===== src/rtl/mips_multicycle_control.sv =====
// Multicycle MIPS control unit: Moore FSM sequencing fetch/decode/execute/memory/writeback,
// with memory ready handshake, wait-state timeout and illegal-opcode detection.
module mips_multicycle_control #(
    parameter int                 OP_W     = 6,
    parameter int                 ALUOP_W  = 3,
    parameter logic [OP_W-1:0]    OP_RTYPE = OP_W'(6'b000000),
    parameter logic [OP_W-1:0]    OP_LW    = OP_W'(6'b100011),
    parameter logic [OP_W-1:0]    OP_SW    = OP_W'(6'b101011),
    parameter logic [OP_W-1:0]    OP_BEQ   = OP_W'(6'b000100),
    parameter logic [OP_W-1:0]    OP_BNE   = OP_W'(6'b000101),
    parameter logic [OP_W-1:0]    OP_ADDI  = OP_W'(6'b001000),
    parameter logic [OP_W-1:0]    OP_J     = OP_W'(6'b000010),
    parameter int                 TIMEOUT  = 16
) (
    input  logic               clk,
    input  logic               reset,
    input  logic [OP_W-1:0]    opcode,
    input  logic               mem_ready,
    output logic               mem_read,
    output logic               mem_write,
    output logic               iord,
    output logic               ir_write,
    output logic               pc_write,
    output logic               branch,
    output logic               branch_ne,
    output logic [1:0]         pc_src,
    output logic               alu_src_a,
    output logic [1:0]         alu_src_b,
    output logic [ALUOP_W-1:0] alu_op,
    output logic               reg_dst,
    output logic               mem_to_reg,
    output logic               reg_write,
    output logic               illegal,
    output logic               bus_err,
    output logic [3:0]         state_o
);

    localparam logic [3:0] S_FETCH    = 4'd0;
    localparam logic [3:0] S_DECODE   = 4'd1;
    localparam logic [3:0] S_MEMADR   = 4'd2;
    localparam logic [3:0] S_MEMRD    = 4'd3;
    localparam logic [3:0] S_MEMWB    = 4'd4;
    localparam logic [3:0] S_MEMWR    = 4'd5;
    localparam logic [3:0] S_EXECUTE  = 4'd6;
    localparam logic [3:0] S_ALUWB    = 4'd7;
    localparam logic [3:0] S_BRANCH   = 4'd8;
    localparam logic [3:0] S_ADDIEXEC = 4'd9;
    localparam logic [3:0] S_ADDIWB   = 4'd10;
    localparam logic [3:0] S_JUMP     = 4'd11;

    localparam logic [ALUOP_W-1:0] ALU_FUNCT = '0;
    localparam logic [ALUOP_W-1:0] ALU_ADD   = ALUOP_W'(3'b001);
    localparam logic [ALUOP_W-1:0] ALU_SUB   = ALUOP_W'(3'b011);

    // A zero TIMEOUT still needs a legal (1-bit) counter even though it is never compared.
    localparam int CNT_W = (TIMEOUT == 0) ? 1 : $clog2(TIMEOUT + 1);

    logic [3:0]       state_reg, state_next;
    logic [CNT_W-1:0] cnt_reg, cnt_next;
    logic             is_wait;
    logic             timeout;
    logic             is_legal;

    assign is_wait  = (state_reg == S_FETCH) || (state_reg == S_MEMRD) || (state_reg == S_MEMWR);
    assign is_legal = (opcode == OP_RTYPE) || (opcode == OP_LW)  || (opcode == OP_SW) ||
                      (opcode == OP_BEQ)   || (opcode == OP_BNE) || (opcode == OP_ADDI) ||
                      (opcode == OP_J);

    generate
        if (TIMEOUT == 0) begin : g_no_timeout
            assign timeout = 1'b0;
        end else begin : g_timeout
            assign timeout = is_wait && !mem_ready && (cnt_reg == CNT_W'(TIMEOUT - 1));
        end
    endgenerate

    always_comb begin
        state_next = state_reg;
        case (state_reg)
            S_FETCH: begin
                if (mem_ready)    state_next = S_DECODE;
                else if (timeout) state_next = S_FETCH;
            end
            S_DECODE: begin
                if ((opcode == OP_LW) || (opcode == OP_SW))         state_next = S_MEMADR;
                else if (opcode == OP_RTYPE)                        state_next = S_EXECUTE;
                else if ((opcode == OP_BEQ) || (opcode == OP_BNE))  state_next = S_BRANCH;
                else if (opcode == OP_ADDI)                         state_next = S_ADDIEXEC;
                else if (opcode == OP_J)                            state_next = S_JUMP;
                else                                                state_next = S_FETCH;
            end
            S_MEMADR:   state_next = (opcode == OP_SW) ? S_MEMWR : S_MEMRD;
            S_MEMRD: begin
                if (mem_ready)    state_next = S_MEMWB;
                else if (timeout) state_next = S_FETCH;
            end
            S_MEMWR: begin
                if (mem_ready || timeout) state_next = S_FETCH;
            end
            S_EXECUTE:  state_next = S_ALUWB;
            S_ADDIEXEC: state_next = S_ADDIWB;
            default:    state_next = S_FETCH;
        endcase
    end

    // A timeout in FETCH keeps the state code unchanged, so it must clear the counter explicitly.
    always_comb begin
        cnt_next = cnt_reg;
        if (timeout || !is_wait || (state_next != state_reg)) begin
            cnt_next = '0;
        end else if (!mem_ready && (cnt_reg != {CNT_W{1'b1}})) begin
            cnt_next = cnt_reg + 1'b1;
        end
    end

    always_ff @(posedge clk or posedge reset) begin
        if (reset) begin
            state_reg <= S_FETCH;
            cnt_reg   <= '0;
        end else begin
            state_reg <= state_next;
            cnt_reg   <= cnt_next;
        end
    end

    // Outputs are forced low while reset is high, even though FETCH is state 0.
    always_comb begin
        mem_read   = 1'b0;
        mem_write  = 1'b0;
        iord       = 1'b0;
        ir_write   = 1'b0;
        pc_write   = 1'b0;
        branch     = 1'b0;
        branch_ne  = 1'b0;
        pc_src     = 2'b00;
        alu_src_a  = 1'b0;
        alu_src_b  = 2'b00;
        alu_op     = ALU_FUNCT;
        reg_dst    = 1'b0;
        mem_to_reg = 1'b0;
        reg_write  = 1'b0;
        illegal    = 1'b0;
        bus_err    = 1'b0;
        state_o    = 4'd0;
        if (!reset) begin
            state_o = state_reg;
            bus_err = timeout;
            case (state_reg)
                S_FETCH: begin
                    mem_read  = 1'b1;
                    alu_src_b = 2'b01;
                    alu_op    = ALU_ADD;
                    ir_write  = mem_ready;
                    pc_write  = mem_ready;
                end
                S_DECODE: begin
                    alu_src_b = 2'b11;
                    alu_op    = ALU_ADD;
                    illegal   = !is_legal;
                end
                S_MEMADR, S_ADDIEXEC: begin
                    alu_src_a = 1'b1;
                    alu_src_b = 2'b10;
                    alu_op    = ALU_ADD;
                end
                S_MEMRD: begin
                    mem_read = 1'b1;
                    iord     = 1'b1;
                end
                S_MEMWB: begin
                    reg_write  = 1'b1;
                    mem_to_reg = 1'b1;
                end
                S_MEMWR: begin
                    mem_write = 1'b1;
                    iord      = 1'b1;
                end
                S_EXECUTE: begin
                    alu_src_a = 1'b1;
                    alu_op    = ALU_FUNCT;
                end
                S_ALUWB: begin
                    reg_write = 1'b1;
                    reg_dst   = 1'b1;
                end
                S_BRANCH: begin
                    alu_src_a = 1'b1;
                    alu_op    = ALU_SUB;
                    pc_src    = 2'b01;
                    branch    = (opcode == OP_BEQ);
                    branch_ne = (opcode == OP_BNE) && (opcode != OP_BEQ);
                end
                S_ADDIWB: begin
                    reg_write = 1'b1;
                end
                S_JUMP: begin
                    pc_write = 1'b1;
                    pc_src   = 2'b10;
                end
                default: ;
            endcase
        end
    end

endmodule


===== config.mk =====
export PLATFORM = sky130hd
export DESIGN_NAME = mips_multicycle_control
export DESIGN_NICKNAME = d
export VERILOG_FILES = /design/src/rtl/mips_multicycle_control.sv
export SDC_FILE = /design/constraint.sdc
export NUM_CORES = 1
export LEC_CHECK = 0
export CAP_MARGIN = 40
export CORE_UTILIZATION = 35
export CTS_BUF_LIST = sky130_fd_sc_hd__clkbuf_4
export CTS_CLUSTER_SIZE = 16
export DETAILED_ROUTE_END_ITERATION = 10
export PLACE_DENSITY = 0.74
export SYNTH_ARGS = -nofsm -noshare
export SYNTH_HDL_FRONTEND = slang
export SYNTH_SLANG_ARGS = --single-unit
export TNS_END_PERCENT = 20

===== constraint.sdc =====
create_clock -name clk -period 2.05 [get_ports clk]
set_clock_uncertainty 0.2 [all_clocks]
set_input_delay 0.5125 -clock clk [delete_from_list [all_inputs] [get_ports clk]]
set_output_delay 0.5125 -clock clk [all_outputs]
set_load 0.02 [all_outputs]

==> results.sh <==
export IMPL_comb_power_share_pct=75.3
export IMPL_cp_required_ns=1.34
export IMPL_die_y_um=53.5
export IMPL_yosysUniqueCellTypes=40
export IMPL_drt_iter0_drc=21
export IMPL_setup_ws_ns=-0.298
export IMPL_worst_slew_pin_slew_ns=0.533
export IMPL_critPathTopFamily="simple AND/OR/NAND/NOR gates"
export IMPL_clockPowerShare_pct=8.5
export IMPL_finalNetCount=216
export IMPL_maxSlewViolCount=0
export IMPL_coreArea_um2=2500
export IMPL_cts_hold_buf=0
export IMPL_synth_warnings=0
export IMPL_fill_cells=166
export IMPL_final_cell_mix="buf_4, buf_6, nor2_1, dfrtp_1"
export IMPL_cts_buffers=3
export IMPL_min_period_ns=2.35
export IMPL_gr_total_overflow=0
export IMPL_grt_first_pass_wirelength_um=5180
export IMPL_grt_pass1_vias=1181
export IMPL_grt_max_degree=13
export IMPL_synth_largest_area_cell="dfrtp_1"
export IMPL_chipWidth_um=53.5
export IMPL_hold_class="in2async"
export IMPL_design_portCount=33
export IMPL_antenna_cells=0
export IMPL_p_sw_w=0.000778
export IMPL_async_flop_share_pct=100
export IMPL_synth_edf_count=0
export IMPL_port_buffers=31
export IMPL_area_growth_pct=108
export IMPL_path_cells="ha_2 > and3_4 > ha_4 > nand2b_4 > nor4_4 > buf_4"
export IMPL_grt_setup_unrepaired="yes"
export IMPL_slew_headroom_pct=64.5
export IMPL_violations="setup timing"
export IMPL_die_area_um2=2860
export IMPL_power_total_w=0.00175
export IMPL_clock_sinks=9
export IMPL_start_util_pct=37.1
export IMPL_synth_seq_cells=9
export IMPL_vias_per_cell=5.56
export IMPL_synthTopCellsByArea="dfrtp_1, nor2_1, nor4_1"
export IMPL_rows=18
export IMPL_dr_pass1_iters=4
export IMPL_hold_slack_ns=0.142
export IMPL_clock_fmax_mhz=426
export IMPL_syn_nets=135
export IMPL_finalSetupViolCount=25
export IMPL_placed_area_um2=1660
export IMPL_path_clk_slew_ns=0.06
export IMPL_crit_arrival_ns=1.64
export IMPL_route_vias_total=1295
export IMPL_drc=0
export IMPL_cap_violations=0
export IMPL_max_stage_delay_ns=0.35
export IMPL_synth_top_area_share_pct=24.3
export IMPL_fin_area_um2=1930
export IMPL_hpwlAfterDp_um=2450
export IMPL_final_common_cell="buf_4"
export IMPL_totalWireLength_um=3790
export IMPL_regArea_um2=229
export IMPL_start_kind="register"
export IMPL_status="finished, violations left"
export IMPL_min_period_over_period_pct=115
export IMPL_antenna_found_initial=0
export IMPL_leakagePower_nw=0.886
export IMPL_avgSynthCellArea_um2=7.54
export IMPL_syn_instance_count=123
export IMPL_cts_htree_levels=1
export IMPL_seq_power_share_pct=16.2
export IMPL_switching_share_pct=44.4
export IMPL_multiInputGateArea_um2=881
export IMPL_tns_ns=-3.59
export IMPL_cp_max_fo=2
export IMPL_synth_ff_type="dfrtp_1"
export IMPL_cp_buffers_inverters=1
export IMPL_grtUsageTotal_pct=24.9
export IMPL_place_gp_congestion=0.808
export IMPL_clk_insertion_delay_late_ns=0.26
export IMPL_postRouteAntennaNets=0
export IMPL_cts_tree="done"
export IMPL_drive_gt1_share_pct=65.0
export IMPL_crit_path_top_delay_cell="dfrtp_1"
export IMPL_crit_type="reg2out"
export IMPL_p_int_w=0.000976
export IMPL_ys_seq_area_share_pct=24.3
export IMPL_largest_register_ffs=5
export IMPL_irDropWorstVdd_mv=0.850
export IMPL_cts_root_buf="clkbuf_4"
export IMPL_clk_path_buf_depth=2
export IMPL_avgRoutedWirePerCell_um=16.3
export IMPL_critPathCaptureType="primary output"
export IMPL_netlist_area_um2=927
export IMPL_hold_viol=0
export IMPL_p_per_area_nw_per_um2=909
==> path summary, 6_finish.rpt <==
check	start	end	slack (ns)	depth (start not counted)
worst max register to register	cnt_reg[0]$_DFFE_PP0P_	cnt_reg[3]$_DFFE_PP0P_	-0.26	9
worst min-delay path	reset	state_reg[3]$_DFF_PP0_	0.14	3
min in group clk	state_reg[3]$_DFF_PP0_	state_reg[2]$_DFF_PP0_	0.47	2
worst max-delay path	cnt_reg[0]$_DFFE_PP0P_	bus_err	-0.30	6
max in group asynchronous	reset	state_reg[1]$_DFF_PP0_	1.35	3
worst min register to register	state_reg[3]$_DFF_PP0_	state_reg[2]$_DFF_PP0_	0.47	2
==> power by group through the flow <==
stage          Combinational (W)  Clock (W)  Sequential [W]
2_1_floorplan           0.000600          0        0.000231
3_3_place_gp             0.00102          0        0.000276
3_5_place_dp             0.00105          0        0.000278
4_1_cts                  0.00110   0.000148        0.000281
5_1_grt                  0.00140   0.000162        0.000290
6_report                 0.00132   0.000149        0.000285
==> Yosys cell counts (4+ instances only) <==
library cell and n:
nor4_1 10, inv_1 4, nor4b_1 5, nand2_1 4, nand2b_1 5, clkbuf_1 6
nor2_1 17, a21oi_1 6, dfrtp_1 9, nor3_1 6, nor2b_1 4, and3_1 5
==> logic make-up (layout without fill, tap and decap cells) <==
logic type | Yosys count | in the layout | share of synthesized area, %
AO/OA/AOI/OAI | 20 | 20 | 15.9
XOR/XNOR | 5 | 5 | 4.72
adder cells (fa/ha/maj) | 3 | 3 | 4.05
buffers and inverters | 17 | 97 | 8.10
flip-flops | 9 | 9 | 24.3
multiplexers | 1 | 1 | 1.08
other | 1 | 1 | 0.404
AND/OR/NAND/NOR | 67 | 67 | 41.4
==> cell type report <==
type	count	area share, %
multi-input cells	97	45.6
repair buffers	87	37.5
flip-flops and latches	9	11.9
clock buffers	4	1.56
well taps	30	1.94
inverters	6	1.49
==> worst reg2reg max path: stages, from the launching register on <==
cell	delay (ns)
dfrtp_1	0.38
ha_2	0.20
and3_4	0.16
buf_4	0.13
buf_4	0.12
ha_1	0.21
nor2_2	0.16
nand4_1	0.19
xor2_1	0.19
nor4_2	0.29
==> routing by layer <==
metal  vias up  global-route usage [%]  part of all wire, %
met3        11                    4.60                  5.9
met4         0                    7.02                  2.5
met5         -                       0                    0
met2        60                    46.3                   52
met1       617                    28.2                   39
li1        607                       -                    -
==> metrics by stage <==
| stage | setup slack [ns] | std cells | utilization [%] |
|---|---|---|---|
| 4_1_cts | -0.269 | 229 | 71.3 |
| 3_5_place_dp | -1.06 | 221 | 66.5 |
| 5_1_grt | -0.364 | 233 | 77.2 |
| 2_1_floorplan | -0.254 | 123 | - |
| 3_3_place_gp | -0.996 | 221 | 66.5 |
| 6_report | -0.298 | 233 | 77.2 |
==> what timing repair did <==
item / CTS / global route
pin swaps: 24 / 10
resized for setup: 152 / 37
hold endpoints to repair: 0 / 0
setup endpoints to repair: 30 / 29
buffers inserted: 4 / 4
Note: power is estimated with default switching activity, not from simulation.
